File: config.mk
export PLATFORM = sky130hd
export DESIGN_NAME = fsm_event_seg_disp_flat
export DESIGN_NICKNAME = d
export VERILOG_FILES = /design/src/rtl/fsm_event_seg_disp_if.sv /design/src/rtl/fsm_event_seg_disp.sv /design/src/flat_wrapper.sv
export SDC_FILE = /design/constraint.sdc
export NUM_CORES = 1
export LEC_CHECK = 0
export ABC_AREA = 1
export CAP_MARGIN = 40
export CORE_MARGIN = 8
export CORE_UTILIZATION = 47
export DETAILED_ROUTE_END_ITERATION = 10
export PLACE_DENSITY = 0.76
export SLEW_MARGIN = 20
export SYNTH_ARGS = -nofsm -noshare
export SYNTH_HDL_FRONTEND = slang
export SYNTH_SLANG_ARGS = --single-unit
File: constraint.sdc
create_clock -name clk -period 1.8 [get_ports clk]
set_input_delay 0.45 -clock clk [delete_from_list [all_inputs] [get_ports clk]]
set_output_delay 0.45 -clock clk [all_outputs]
set_load 0.1 [all_outputs]
File: src/rtl/fsm_event_seg_disp_if.sv
// Event inputs from the control FSM and the multiplexed seven-segment drive.
interface fsm_event_seg_disp_if;
  logic       y0_in;
  logic       y1_in;
  logic       clr;
  logic [3:0] an;
  logic [7:0] sseg;

  modport master (output y0_in, output y1_in, output clr, input an, input sseg);
  modport slave  (input y0_in, input y1_in, input clr, output an, output sseg);
endinterface

File: src/rtl/fsm_event_seg_disp.sv
// Counts y0 pulses and S2 entries (y1 falling edges) in two BCD counters
// and shows both on a time-multiplexed 4-digit common-anode display.
module fsm_event_seg_disp #(
  parameter int N = 18
) (
  input  logic                 clk,
  input  logic                 reset,
  fsm_event_seg_disp_if.slave  bus
);

  logic         y0_d, y1_d;
  logic         ev0, ev1;
  logic [3:0]   d0, d1, d2, d3;
  logic [N-1:0] refresh;
  logic [1:0]   sel;
  logic [3:0]   digit;
  logic         dp;
  logic [3:0]   an_c;

  // Two-digit BCD increment; 99 wraps to 00.
  function automatic logic [7:0] bcd_inc(input logic [7:0] v);
    logic [3:0] tens, ones;
    tens = v[7:4];
    ones = v[3:0];
    if (ones == 4'd9) begin
      ones = 4'd0;
      tens = (tens == 4'd9) ? 4'd0 : tens + 4'd1;
    end else begin
      ones = ones + 4'd1;
    end
    return {tens, ones};
  endfunction

  // Active-low {g,f,e,d,c,b,a}; out-of-range codes show a dash.
  function automatic logic [6:0] seg_decode(input logic [3:0] d);
    case (d)
      4'd0:    seg_decode = 7'b1000000;
      4'd1:    seg_decode = 7'b1111001;
      4'd2:    seg_decode = 7'b0100100;
      4'd3:    seg_decode = 7'b0110000;
      4'd4:    seg_decode = 7'b0011001;
      4'd5:    seg_decode = 7'b0010010;
      4'd6:    seg_decode = 7'b0000010;
      4'd7:    seg_decode = 7'b1111000;
      4'd8:    seg_decode = 7'b0000000;
      4'd9:    seg_decode = 7'b0010000;
      default: seg_decode = 7'b0111111;
    endcase
  endfunction

  assign ev0 = bus.y0_in & ~y0_d;
  assign ev1 = ~bus.y1_in & y1_d;

  // Delay flops reset high so an input already high at release is not an event.
  always_ff @(posedge clk or posedge reset) begin
    if (reset) begin
      y0_d    <= 1'b1;
      y1_d    <= 1'b1;
      d0      <= 4'd0;
      d1      <= 4'd0;
      d2      <= 4'd0;
      d3      <= 4'd0;
      refresh <= '0;
    end else begin
      y0_d    <= bus.y0_in;
      y1_d    <= bus.y1_in;
      refresh <= refresh + {{(N-1){1'b0}}, 1'b1};
      if (bus.clr) begin
        d0 <= 4'd0;
        d1 <= 4'd0;
        d2 <= 4'd0;
        d3 <= 4'd0;
      end else begin
        if (ev0) {d1, d0} <= bcd_inc({d1, d0});
        if (ev1) {d3, d2} <= bcd_inc({d3, d2});
      end
    end
  end

  assign sel = refresh[N-1 -: 2];

  always_comb begin
    an_c  = 4'b1110;
    digit = d0;
    dp    = 1'b1;
    case (sel)
      2'd0: begin an_c = 4'b1110; digit = d0; end
      2'd1: begin an_c = 4'b1101; digit = d1; end
      2'd2: begin an_c = 4'b1011; digit = d2; dp = 1'b0; end
      2'd3: begin an_c = 4'b0111; digit = d3; end
      default: ;
    endcase
  end

  assign bus.an   = an_c;
  assign bus.sseg = {dp, seg_decode(digit)};

endmodule

File: src/flat_wrapper.sv
// flat-port wrapper written by rule: the top's interface ports become plain ports
module fsm_event_seg_disp_flat 
#(
  parameter int N = 18
)
  (clk, reset, bus_y0_in, bus_y1_in, bus_clr, bus_an, bus_sseg);
  fsm_event_seg_disp_if bus_i ();
  input  logic clk;
  input  logic reset;
  input wire logic [$bits(bus_i.y0_in)-1:0] bus_y0_in;
  input wire logic [$bits(bus_i.y1_in)-1:0] bus_y1_in;
  input wire logic [$bits(bus_i.clr)-1:0] bus_clr;
  output wire logic [$bits(bus_i.an)-1:0] bus_an;
  output wire logic [$bits(bus_i.sseg)-1:0] bus_sseg;
  assign bus_i.y0_in = bus_y0_in;
  assign bus_i.y1_in = bus_y1_in;
  assign bus_i.clr = bus_clr;
  assign bus_an = bus_i.an;
  assign bus_sseg = bus_i.sseg;
  fsm_event_seg_disp #(.N(N)) u_core (.clk(clk), .reset(reset), .bus(bus_i));
endmodule
==> results of run 1 <==
final timing paths:
| kind | start | to | slack, ns |
|---|---|---|---|
| worst max-delay path | u_core.refresh[16] | bus_sseg[3] | -0.71 |
| worst min-delay path | reset | u_core.d0[3] | 0.40 |
| worst max register to register | u_core.refresh[0] | u_core.refresh[16] | 0.24 |
| worst min register to register | u_core.refresh[14] | u_core.refresh[14] | 0.48 |
| max in group asynchronous | reset | u_core.y1_d | 0.88 |
| min in group clk | u_core.refresh[14] | u_core.refresh[14] | 0.48 |
cell usage after synthesis (3+ instances only):
cell type and n:
sky130_fd_sc_hd__nor2_1 15, sky130_fd_sc_hd__nand2_1 65, sky130_fd_sc_hd__nor3_1 5, sky130_fd_sc_hd__nand3_1 31, sky130_fd_sc_hd__o21ai_0 9, sky130_fd_sc_hd__dfrtp_1 34
sky130_fd_sc_hd__nand2_2 4, sky130_fd_sc_hd__a21oi_1 7, sky130_fd_sc_hd__ha_1 12, sky130_fd_sc_hd__xnor2_1 3, sky130_fd_sc_hd__nand4_1 4, sky130_fd_sc_hd__xor2_1 13
sky130_fd_sc_hd__inv_2 3, sky130_fd_sc_hd__nand3_2 4, sky130_fd_sc_hd__o22ai_1 4, sky130_fd_sc_hd__inv_1 35
placed cells by master, fill, tap and decap left out, types with 2 or more instances in the layout:
cell                              count
sky130_fd_sc_hd__clkbuf_8             6
sky130_fd_sc_hd__a21oi_1              6
sky130_fd_sc_hd__clkdlybuf4s50_1      4
sky130_fd_sc_hd__inv_2                5
sky130_fd_sc_hd__nand2_8              3
sky130_fd_sc_hd__nand2_1             52
sky130_fd_sc_hd__dfrtp_1             32
sky130_fd_sc_hd__nor3_4               2
sky130_fd_sc_hd__nor2_4               2
sky130_fd_sc_hd__nand2_4              6
sky130_fd_sc_hd__nand2_2             10
sky130_fd_sc_hd__buf_12              13
sky130_fd_sc_hd__nor3_1               5
sky130_fd_sc_hd__nand4_1              4
sky130_fd_sc_hd__buf_6                6
sky130_fd_sc_hd__ha_1                10
sky130_fd_sc_hd__nor2_1              14
sky130_fd_sc_hd__nand3_4              2
sky130_fd_sc_hd__nand3_1             23
sky130_fd_sc_hd__nand3_2             11
sky130_fd_sc_hd__o22ai_1              4
sky130_fd_sc_hd__dfrtp_2              2
sky130_fd_sc_hd__inv_1               32
sky130_fd_sc_hd__dfstp_2              2
sky130_fd_sc_hd__a21oi_4              2
sky130_fd_sc_hd__buf_4               39
sky130_fd_sc_hd__o21ai_0              8
sky130_fd_sc_hd__xor2_1              13
sky130_fd_sc_hd__o21ai_2              2
sky130_fd_sc_hd__xnor2_1              3
flip-flops by register name, summed over array words and instances (netlist names):
name,cells
u_core.d1,4
u_core.d0,4
u_core.y1_d,1
u_core.d2,4
u_core.d3,4
u_core.refresh,18
u_core.y0_d,1
worst max-delay path, cell delays in order (launching register included):
cell,delay (ns)
sky130_fd_sc_hd__dfrtp_2,0.55
sky130_fd_sc_hd__nand2_1,0.11
sky130_fd_sc_hd__nand2_1,0.10
sky130_fd_sc_hd__nand3_2,0.09
sky130_fd_sc_hd__nand2_4,0.08
sky130_fd_sc_hd__buf_6,0.11
sky130_fd_sc_hd__ha_4,0.19
sky130_fd_sc_hd__inv_2,0.06
sky130_fd_sc_hd__nand3_1,0.08
sky130_fd_sc_hd__nand2_1,0.09
sky130_fd_sc_hd__nand2_2,0.06
sky130_fd_sc_hd__nand2_4,0.06
sky130_fd_sc_hd__buf_12,0.17
per-layer routing:
layer / part of all wire [%] / global-route usage, %
met4: 2.3 / 6.31
met5: 0 / 0
met2: 50 / 24.1
met1: 44 / 18.1
met3: 3.7 / 3.28
stage by stage:
step           setup WS (ns)  hold slack, ns  TNS [ns]  utilization (%)
3_5_place_dp          -0.461           0.468     -3.03             63.5
6_report              -0.711           0.396     -4.42             68.7
3_3_place_gp          -0.441           0.457     -2.84             63.5
5_1_grt               -0.809           0.414     -5.31             68.7
2_1_floorplan         -0.363           0.441     -2.25                -
4_1_cts               -0.615           0.406     -4.23             67.8
power breakdown:
group          switching [mW]  internal (mW)  leakage [nW]
registers              0.0217          0.840         0.472
clock network           0.293          0.311        0.0445
logic                   0.226          0.163          1.11
total                   0.541           1.31          1.62
cell type report:
class	count	area, µm²	share of cell area, %
clock inverters	1	7.51	0.234
repair buffers	62	661	20.6
multi-input cells	189	1320	41.3
well taps	54	67.6	2.11
clock buffers	7	86.3	2.70
inverters	39	154	4.80
flip-flops and latches	36	906	28.3
timing repair:
item                       4_1_cts  5_1_grt
buffers inserted                 4        4
gates resized for setup         23       10
hold buffers                     0        0
setup endpoints to repair       12       12
pin swaps                       11        8
logic make-up after synthesis:
| logic type | Yosys count | synth area share (%) |
|---|---|---|
| AOI/OAI and AO/OA | 25 | 7.10 |
| xor gates and xnor gates | 16 | 6.26 |
| adders and majority gates | 12 | 6.71 |
| buffers and inverters | 44 | 8.67 |
| DFF | 36 | 40.4 |
| and+or+nand+nor | 136 | 30.9 |
==> reports/metrics.json, run 1 <==
{
  "run_status": {"value": "finished, violations left"},
  "failed_checks": {"value": "setup timing"},
  "cts_max_level": {"value": 2},
  "clock-sinks": {"value": 36},
  "number_of_nets_with_antenna_violations_after_routing": {"value": 0},
  "floorplan.initialDensity": {"value": 48.0, "unit": "%"},
  "post_synthesis_register_bit_count": {"value": 36},
  "routabilityCongestion": {"value": 0.828},
  "timing.clock.skew": {"value": 0.00302, "unit": "ns"},
  "syn-num-nets": {"value": 286},
  "fp.coreArea": {"value": 4660, "unit": "µm²"},
  "first_iter_violations": {"value": 80},
  "fin_area": {"value": 3200, "unit": "µm²"},
  "clk_transition_reported_paths": {"value": 0.07, "unit": "ns"},
  "viasPerCell": {"value": 5.11},
  "rows": {"value": 25},
  "grt.total_usage": {"value": 14.7, "unit": "%"},
  "cts_inserted_buffers": {"value": 5},
  "route.final.wire_length": {"value": 5080, "unit": "µm"},
  "required_time_reported_for_the_critical_path_endpoint": {"value": 1.35, "unit": "ns"},
  "placedCellCount": {"value": 374},
  "finalWorstPathRequiredPeriod": {"value": 2.51, "unit": "ns"},
  "timing_hold_violations_final": {"value": 0},
  "critical_path_peak_fanout": {"value": 8},
  "die_h": {"value": 85.0, "unit": "µm"},
  "total_leakage_power": {"value": 1.62, "unit": "nW"},
  "synth_area": {"value": 2240, "unit": "µm²"},
  "insertedDiodeCount": {"value": 0},
  "worstPathArrival": {"value": 2.06, "unit": "ns"},
  "post_synth_top_area_share": {"value": 38.0, "unit": "%"},
  "fin_nets": {"value": 350},
  "grt_pass1_vias": {"value": 1939},
  "yosys.area.top_type": {"value": "sky130_fd_sc_hd__dfrtp_1"},
  "critPathLaunchType": {"value": "flop"},
  "cts_tree": {"value": "built"},
  "placed_cell_area": {"value": 2960, "unit": "µm²"},
  "grt_start_max_net_pins": {"value": 32},
  "hold_class": {"value": "primary input to async pin"},
  "p_total": {"value": 1.85, "unit": "mW"},
  "fin_crit_share": {"value": 139, "unit": "%"},
  "drv.max_cap_violation_count": {"value": 0},
  "cts-root-buf": {"value": "sky130_fd_sc_hd__clkbuf_8"},
  "synth_cell_types": {"value": 32},
  "detail_route.drc_violations": {"value": 0},
  "p_per_area": {"value": 579, "unit": "nW/µm²"},
  "synth_warnings": {"value": 0},
  "synth_cells": {"value": 269},
  "vdd_drop_max": {"value": 0.413, "unit": "mV"},
  "grt_setup_unrepaired": {"value": "true"},
  "fin_cells": {"value": 388},
  "grt_pass1_wl": {"value": 8750, "unit": "µm"},
  "synth.area.top_cells": {"value": "sky130_fd_sc_hd__dfrtp_1 (38%), sky130_fd_sc_hd__nand2_1 (11%), sky130_fd_sc_hd__nand3_1 (6.9%)"},
  "setup.worst_path.end_class": {"value": "output pin"},
  "achievable-frequency": {"value": 398, "unit": "MHz"},
  "insertion_delay": {"value": 0.29, "unit": "ns"},
  "synthesized_area_divided_by_synthesized_cell_count": {"value": 8.32, "unit": "µm²"},
  "die-area": {"value": 7220, "unit": "µm²"},
  "io_buffer_count": {"value": 16},
  "rr_worst_depth": {"value": 6},
  "drive_gt1_share": {"value": 36.2, "unit": "%"},
  "timing.max_slew.rel_slack": {"value": 76.0, "unit": "%"},
  "dr.pass1.iters": {"value": 4},
  "grt_remaining_overflow": {"value": 0},
  "synth_enable_flop_cells": {"value": 0},
  "hpwlAfterDp": {"value": 3700, "unit": "µm"},
  "num-fill-cells": {"value": 335},
  "die-width": {"value": 85.0, "unit": "µm"},
  "detail_route.wl_per_cell": {"value": 13.1, "unit": "µm"},
  "postSynth.asyncResetShare": {"value": 100, "unit": "%"},
  "synthToLayoutAreaGrowth": {"value": 43.2, "unit": "%"},
  "finalMaxSlewViolations": {"value": 0},
  "ctsLongestPathBuffers": {"value": 2},
  "seq_area_frac_synth": {"value": 40.4, "unit": "%"},
  "final_critical_path_setup_slack": {"value": -0.711, "unit": "ns"},
  "top_level_pins": {"value": 17},
  "tightestPinTransition": {"value": 0.358, "unit": "ns"},
  "timing_worst_setup_path_type": {"value": "flop to output pin"},
  "dominantRegCellSynth": {"value": "sky130_fd_sc_hd__dfrtp_1"},
  "setup-violations-final": {"value": 10},
  "antenna_found_initial": {"value": 0},
  "detailroute.via_count": {"value": 1981}
}
Note: power is estimated with default switching activity, not from simulation.
==> run 2: changes to the inputs <==
Settings changed: CORE_UTILIZATION 47 to 44, PLACE_DENSITY 0.76 to 0.72.
==> reports/metrics.json, run 2 (same netlist as run 1, synthesis figures left out) <==
{
  "hpwlAfterDp": {"value": 3730, "unit": "µm"},
  "clock-sinks": {"value": 36},
  "cts_max_level": {"value": 2},
  "run_status": {"value": "finished, violations left"},
  "tightestPinTransition": {"value": 0.353, "unit": "ns"},
  "placed_cell_area": {"value": 2990, "unit": "µm²"},
  "rr_worst_depth": {"value": 6},
  "worst_path_largest_cell_delay": {"value": 0.50, "unit": "ns"},
  "hold_class": {"value": "flop to flop"},
  "vdd_drop_max": {"value": 0.313, "unit": "mV"},
  "grt_pass1_wl": {"value": 8410, "unit": "µm"},
  "critPathLaunchType": {"value": "flop"},
  "cts_tree": {"value": "built"},
  "fin_nets": {"value": 354},
  "die_h": {"value": 87.3, "unit": "µm"},
  "synthToLayoutAreaGrowth": {"value": 45.6, "unit": "%"},
  "grt_start_max_net_pins": {"value": 21},
  "reg2reg_setup_slack": {"value": 0.22, "unit": "ns"},
  "drv.max_cap_violation_count": {"value": 0},
  "failed_checks": {"value": "setup timing"},
  "timing_hold_violations_final": {"value": 0},
  "routabilityCongestion": {"value": 0.821},
  "combinationalPowerShare": {"value": 21.2, "unit": "%"},
  "grt_remaining_overflow": {"value": 0},
  "detail_route.drc_violations": {"value": 0},
  "pwr-share-clk": {"value": 30.9, "unit": "%"},
  "total_leakage_power": {"value": 1.64, "unit": "nW"},
  "most_frequent_cells_in_the_layout": {"value": "sky130_fd_sc_hd__nand2_1 (51), sky130_fd_sc_hd__buf_4 (39), sky130_fd_sc_hd__dfrtp_1 (32), sky130_fd_sc_hd__inv_1 (31), sky130_fd_sc_hd__nand3_1 (27)"},
  "clk_transition_reported_paths": {"value": 0.07, "unit": "ns"},
  "met2_length": {"value": 2570, "unit": "µm"},
  "critical_path.reg2reg.endpoint": {"value": "u_core.refresh[16]"},
  "fin_cells": {"value": 408},
  "hold_path.startpoint": {"value": "u_core.refresh[14]"},
  "timing.max_slew.rel_slack": {"value": 76.3, "unit": "%"},
  "path_buf_inv": {"value": 4},
  "worst_hold_path.num_cells": {"value": 1},
  "cts-root-buf": {"value": "sky130_fd_sc_hd__clkbuf_8"},
  "worst_path_dominant_cell_family": {"value": "flip-flops"},
  "multi_input_area": {"value": 1310, "unit": "µm²"},
  "placedCellCount": {"value": 391},
  "register_area": {"value": 906, "unit": "µm²"},
  "ctsLongestPathBuffers": {"value": 2},
  "setup-violations-final": {"value": 8},
  "io_buffer_count": {"value": 16},
  "required_time_reported_for_the_critical_path_endpoint": {"value": 1.35, "unit": "ns"},
  "first_iter_violations": {"value": 100},
  "largest-register": {"value": "u_core.refresh"},
  "top_level_pins": {"value": 17},
  "finalMaxSlewViolations": {"value": 0},
  "drive_gt1_share": {"value": 36.1, "unit": "%"},
  "final_critical_path_setup_slack": {"value": -0.647, "unit": "ns"},
  "timing.clock.skew": {"value": 0.00447, "unit": "ns"},
  "dr.pass1.iters": {"value": 4},
  "seqPwrFrac": {"value": 47.9, "unit": "%"},
  "final_util": {"value": 65.0, "unit": "%"},
  "detailroute.via_count": {"value": 1987},
  "setup.worst_path.end_class": {"value": "output pin"},
  "grt_pass1_vias": {"value": 1941},
  "insertion_delay": {"value": 0.29, "unit": "ns"},
  "p_switching": {"value": 0.532, "unit": "mW"},
  "detail_route.wl_per_cell": {"value": 12.6, "unit": "µm"},
  "fp.coreArea": {"value": 5010, "unit": "µm²"},
  "switching_share": {"value": 29.5, "unit": "%"},
  "cts_inserted_buffers": {"value": 5},
  "p_per_area": {"value": 554, "unit": "nW/µm²"},
  "cp_slowest_cell": {"value": "sky130_fd_sc_hd__dfrtp_2"},
  "post-place-ws": {"value": -0.484, "unit": "ns"},
  "final_common_cell": {"value": "sky130_fd_sc_hd__nand2_1"},
  "largest_register_ff_count": {"value": 18},
  "fin_area": {"value": 3260, "unit": "µm²"},
  "worstHoldEndpoint": {"value": "u_core.refresh[14]"},
  "critical_path_peak_fanout": {"value": 8},
  "timing_worst_setup_path_type": {"value": "flop to output pin"},
  "p_total": {"value": 1.80, "unit": "mW"},
  "cellInternalPower": {"value": 1.27, "unit": "mW"},
  "critical_path.reg2reg.startpoint": {"value": "u_core.refresh[0]"},
  "rows": {"value": 26},
  "maxUsedRoutingLayer": {"value": "met4"},
  "insertedDiodeCount": {"value": 0},
  "num-fill-cells": {"value": 402},
  "grt.total_usage": {"value": 14.3, "unit": "%"},
  "worstPathArrival": {"value": 2.00, "unit": "ns"},
  "route.final.wire_length": {"value": 5140, "unit": "µm"},
  "grt_setup_unrepaired": {"value": "true"},
  "wl_met1": {"value": 2320, "unit": "µm"},
  "fin_crit_share": {"value": 136, "unit": "%"},
  "crit_chain": {"value": "buf_12, nor2_8, nand2_2, inv_2, nor2_4, buf_6, ha_4, o21ai_2, nand2_2, nand2_8, buf_12"},
  "number_of_nets_with_antenna_violations_after_routing": {"value": 0},
  "floorplan.initialDensity": {"value": 44.7, "unit": "%"},
  "finalWorstPathRequiredPeriod": {"value": 2.45, "unit": "ns"},
  "achievable-frequency": {"value": 409, "unit": "MHz"},
  "antenna_found_initial": {"value": 0},
  "viasPerCell": {"value": 4.87},
  "routed-wl-met3": {"value": 146, "unit": "µm"},
  "die-width": {"value": 87.3, "unit": "µm"},
  "die-area": {"value": 7620, "unit": "µm²"}
}
[run 2: worst max-delay path by stage]
stage | slack [ns] | end | depth (start not counted) | start
after CTS | -0.62 | bus_sseg[1] | 10 | u_core.refresh[16]
after global placement | -0.43 | bus_sseg[4] | 10 | u_core.refresh[17]
after detailed placement | -0.48 | bus_sseg[3] | 12 | u_core.refresh[16]
after floorplan | -0.36 | bus_sseg[1] | 8 | u_core.refresh[17]
final | -0.65 | bus_sseg[4] | 11 | u_core.refresh[16]
after global routing | -0.73 | bus_sseg[6] | 9 | u_core.refresh[17]
[run 2: per-layer routing]
| metal | vias to the layer above | GRT usage [%] |
|---|---|---|
| met1 | 948 | 16.9 |
| met4 | 0 | 8.13 |
| li1 | 1002 | - |
| met2 | 30 | 23.1 |
| met3 | 7 | 3.30 |
| met5 | - | 0 |
[run 2: per-stage QoR]
stage	hold slack [ns]	TNS [ns]
6_report	0.491	-4.37
5_1_grt	0.493	-5.15
4_1_cts	0.487	-4.13
3_5_place_dp	0.475	-3.08
3_3_place_gp	0.459	-2.81
2_1_floorplan	0.441	-2.25
[run 2: what timing repair did]
action,4_1_cts,5_1_grt
pin swaps,5,10
endpoints found under the setup margin,12,12
hold buffers,0,0
setup buffers,6,3
resized for setup,24,9
[run 2: power by group through the flow]
stage               sequential [mW]  combinational (mW)  clock, mW
floorplan                     0.879               0.207          0
global placement              0.875               0.357          0
detailed placement            0.876               0.367          0
CTS                           0.861               0.375      0.572
global route                  0.866               0.419      0.609
finish                        0.864               0.382      0.558
[run 2: layout make-up]
type | instances | share of cell area, %
multi-input cells | 189 | 40.3
clock inverters | 1 | 0.154
repair buffers | 66 | 21.9
flip-flops and latches | 36 | 27.8
clock buffers | 7 | 2.34
well taps | 70 | 2.69
inverters | 39 | 4.73
==> run 3: changes to the inputs <==
Settings changed: CORE_UTILIZATION 44 to 52, PLACE_DENSITY 0.72 to 0.82.
==> reports/metrics.json, run 3 (same netlist as run 1, synthesis figures left out) <==
{
  "run_status": {"value": "finished, violations left"},
  "failed_checks": {"value": "setup timing"},
  "tightestPinTransition": {"value": 0.512, "unit": "ns"},
  "dr.pass1.iters": {"value": 5},
  "insertedDiodeCount": {"value": 0},
  "detail_route.wl_per_cell": {"value": 18.9, "unit": "µm"},
  "first_iter_violations": {"value": 245},
  "final_util": {"value": 81.0, "unit": "%"},
  "register_area": {"value": 906, "unit": "µm²"},
  "top_level_pins": {"value": 17},
  "hold_class": {"value": "primary input to async pin"},
  "worst_path_largest_cell_delay": {"value": 0.43, "unit": "ns"},
  "synthToLayoutAreaGrowth": {"value": 53.2, "unit": "%"},
  "largest_register_ff_count": {"value": 18},
  "worst_path_dominant_cell_family": {"value": "buffers and inverters"},
  "die_h": {"value": 81.6, "unit": "µm"},
  "route.final.wire_length": {"value": 7400, "unit": "µm"},
  "clock-sinks": {"value": 36},
  "num-fill-cells": {"value": 215},
  "critPathLaunchType": {"value": "flop"},
  "timing_hold_violations_final": {"value": 0},
  "detail_route.drc_violations": {"value": 0},
  "floorplan.initialDensity": {"value": 52.8, "unit": "%"},
  "critical_path.reg2reg.startpoint": {"value": "u_core.refresh[16]"},
  "grt_pass1_vias": {"value": 2139},
  "grt_remaining_overflow": {"value": 0},
  "finalWorstPathRequiredPeriod": {"value": 2.49, "unit": "ns"},
  "finalMaxSlewViolations": {"value": 0},
  "setup.worst_path.end_class": {"value": "output pin"},
  "cp_slowest_cell": {"value": "sky130_fd_sc_hd__dfrtp_2"},
  "grt_pass1_wl": {"value": 10000, "unit": "µm"},
  "timing.clock.skew": {"value": 0.00459, "unit": "ns"},
  "drv.max_cap_violation_count": {"value": 0},
  "p_per_area": {"value": 582, "unit": "nW/µm²"},
  "die-area": {"value": 6660, "unit": "µm²"},
  "vdd_drop_max": {"value": 0.555, "unit": "mV"},
  "cts_inserted_buffers": {"value": 5},
  "critical_path.reg2reg.endpoint": {"value": "u_core.refresh[17]"},
  "largest-register": {"value": "u_core.refresh"},
  "timing.max_slew.rel_slack": {"value": 65.6, "unit": "%"},
  "antenna_found_initial": {"value": 0},
  "routabilityCongestion": {"value": 0.838},
  "clk_transition_reported_paths": {"value": 0.07, "unit": "ns"},
  "crit_start": {"value": "u_core.refresh[16]"},
  "timing_worst_setup_path_type": {"value": "flop to output pin"},
  "grt_start_max_net_pins": {"value": 32},
  "multi_input_area": {"value": 1430, "unit": "µm²"},
  "setup-violations-final": {"value": 12},
  "rr_worst_depth": {"value": 7},
  "total_leakage_power": {"value": 1.71, "unit": "nW"},
  "critPathMostFrequentCell": {"value": "sky130_fd_sc_hd__nand3_4"},
  "hpwlAfterDp": {"value": 4040, "unit": "µm"},
  "worstPathArrival": {"value": 2.04, "unit": "ns"},
  "number_of_nets_with_antenna_violations_after_routing": {"value": 0},
  "final_common_cell": {"value": "sky130_fd_sc_hd__nand2_1"},
  "io_buffer_count": {"value": 16},
  "detailroute.via_count": {"value": 2273},
  "fin_nets": {"value": 356},
  "grt_setup_unrepaired": {"value": "true"},
  "path_buf_inv": {"value": 5},
  "critical_path_cell_count": {"value": 11},
  "post-place-ws": {"value": -0.481, "unit": "ns"},
  "cts_max_level": {"value": 2},
  "fin_crit_share": {"value": 138, "unit": "%"},
  "cts-root-buf": {"value": "sky130_fd_sc_hd__clkbuf_8"},
  "cts_tree": {"value": "built"},
  "final_critical_path_setup_slack": {"value": -0.685, "unit": "ns"},
  "required_time_reported_for_the_critical_path_endpoint": {"value": 1.35, "unit": "ns"},
  "drive_gt1_share": {"value": 41.2, "unit": "%"},
  "viasPerCell": {"value": 5.80},
  "critical_path_peak_fanout": {"value": 6},
  "reg2reg_setup_slack": {"value": 0.11, "unit": "ns"},
  "die-width": {"value": 81.6, "unit": "µm"},
  "insertion_delay": {"value": 0.30, "unit": "ns"},
  "holdBufCountCts": {"value": 0},
  "crit_chain": {"value": "buf_8, inv_8, buf_6, o21bai_4, nand3_4, nand2_8, buf_4, nand3_2, nand3_4, nand2_4, buf_12"},
  "ctsLongestPathBuffers": {"value": 2},
  "grt.total_usage": {"value": 19.6, "unit": "%"},
  "rows": {"value": 24},
  "most_frequent_cells_in_the_layout": {"value": "sky130_fd_sc_hd__nand2_1 (45), sky130_fd_sc_hd__buf_4 (36), sky130_fd_sc_hd__dfrtp_1 (32), sky130_fd_sc_hd__inv_1 (29), sky130_fd_sc_hd__nand3_1 (21)"},
  "achievable-frequency": {"value": 402, "unit": "MHz"},
  "fp.coreArea": {"value": 4230, "unit": "µm²"}
}
-- run 3: metal layers --
metal / vias to the layer above / share of wire, % / global-route usage (%)
li1: 1000 / - / -
met1: 1085 / 38 / 21.7
met2: 129 / 48 / 33.3
met3: 59 / 7.5 / 5.25
met4: 0 / 7.1 / 11.6
met5: - / 0 / 0
-- run 3: cell type report --
cell class	count	share of cell area [%]
flip-flops and latches	36	26.4
clock inverters	2	1.02
inverters	39	4.78
multi-input cells	189	41.7
clock buffers	6	2.12
well taps	52	1.90
repair buffers	68	22.0
-- run 3: power by group --
part           switching [mW]  total (mW)  internal [mW]
clock                   0.303       0.714          0.411
combinational           0.242       0.407          0.165
sequential             0.0346       0.875          0.840
-- run 3: timing repair --
item                       CTS  global route
setup buffers                6             4
setup endpoints to repair   12            12
gates resized for setup     29            42
pin swaps                   13            18
-- run 3: worst max-delay path by stage --
stage / endpoint
floorplan: bus_sseg[1]
global placement: bus_sseg[4]
detailed placement: bus_sseg[3]
CTS: bus_sseg[3]
global route: bus_sseg[3]
finish: bus_sseg[5]
-- run 3: worst reg2reg max path, stage by stage (launching register included) --
cell	delay [ns]
sky130_fd_sc_hd__dfrtp_2	0.43
sky130_fd_sc_hd__buf_4	0.13
sky130_fd_sc_hd__buf_4	0.10
sky130_fd_sc_hd__nand3_1	0.11
sky130_fd_sc_hd__nor3_1	0.46
sky130_fd_sc_hd__nand2_1	0.17
sky130_fd_sc_hd__nand2_1	0.12
sky130_fd_sc_hd__nand2_1	0.06
-- run 3: stage by stage --
| stage | instances | TNS (ns) | hold WS (ns) | instance area [µm²] | total power, mW |
|---|---|---|---|---|---|
| floorplan | 269 | -2.25 | 0.441 | 2340 | 1.09 |
| global placement | 375 | -2.49 | 0.456 | 2980 | 1.24 |
| detailed placement | 375 | -2.99 | 0.461 | 2980 | 1.25 |
| CTS | 389 | -4.50 | 0.397 | 3230 | 1.97 |
| global route | 392 | -5.61 | 0.399 | 3430 | 2.09 |
| finish | 392 | -4.95 | 0.390 | 3430 | 2.00 |
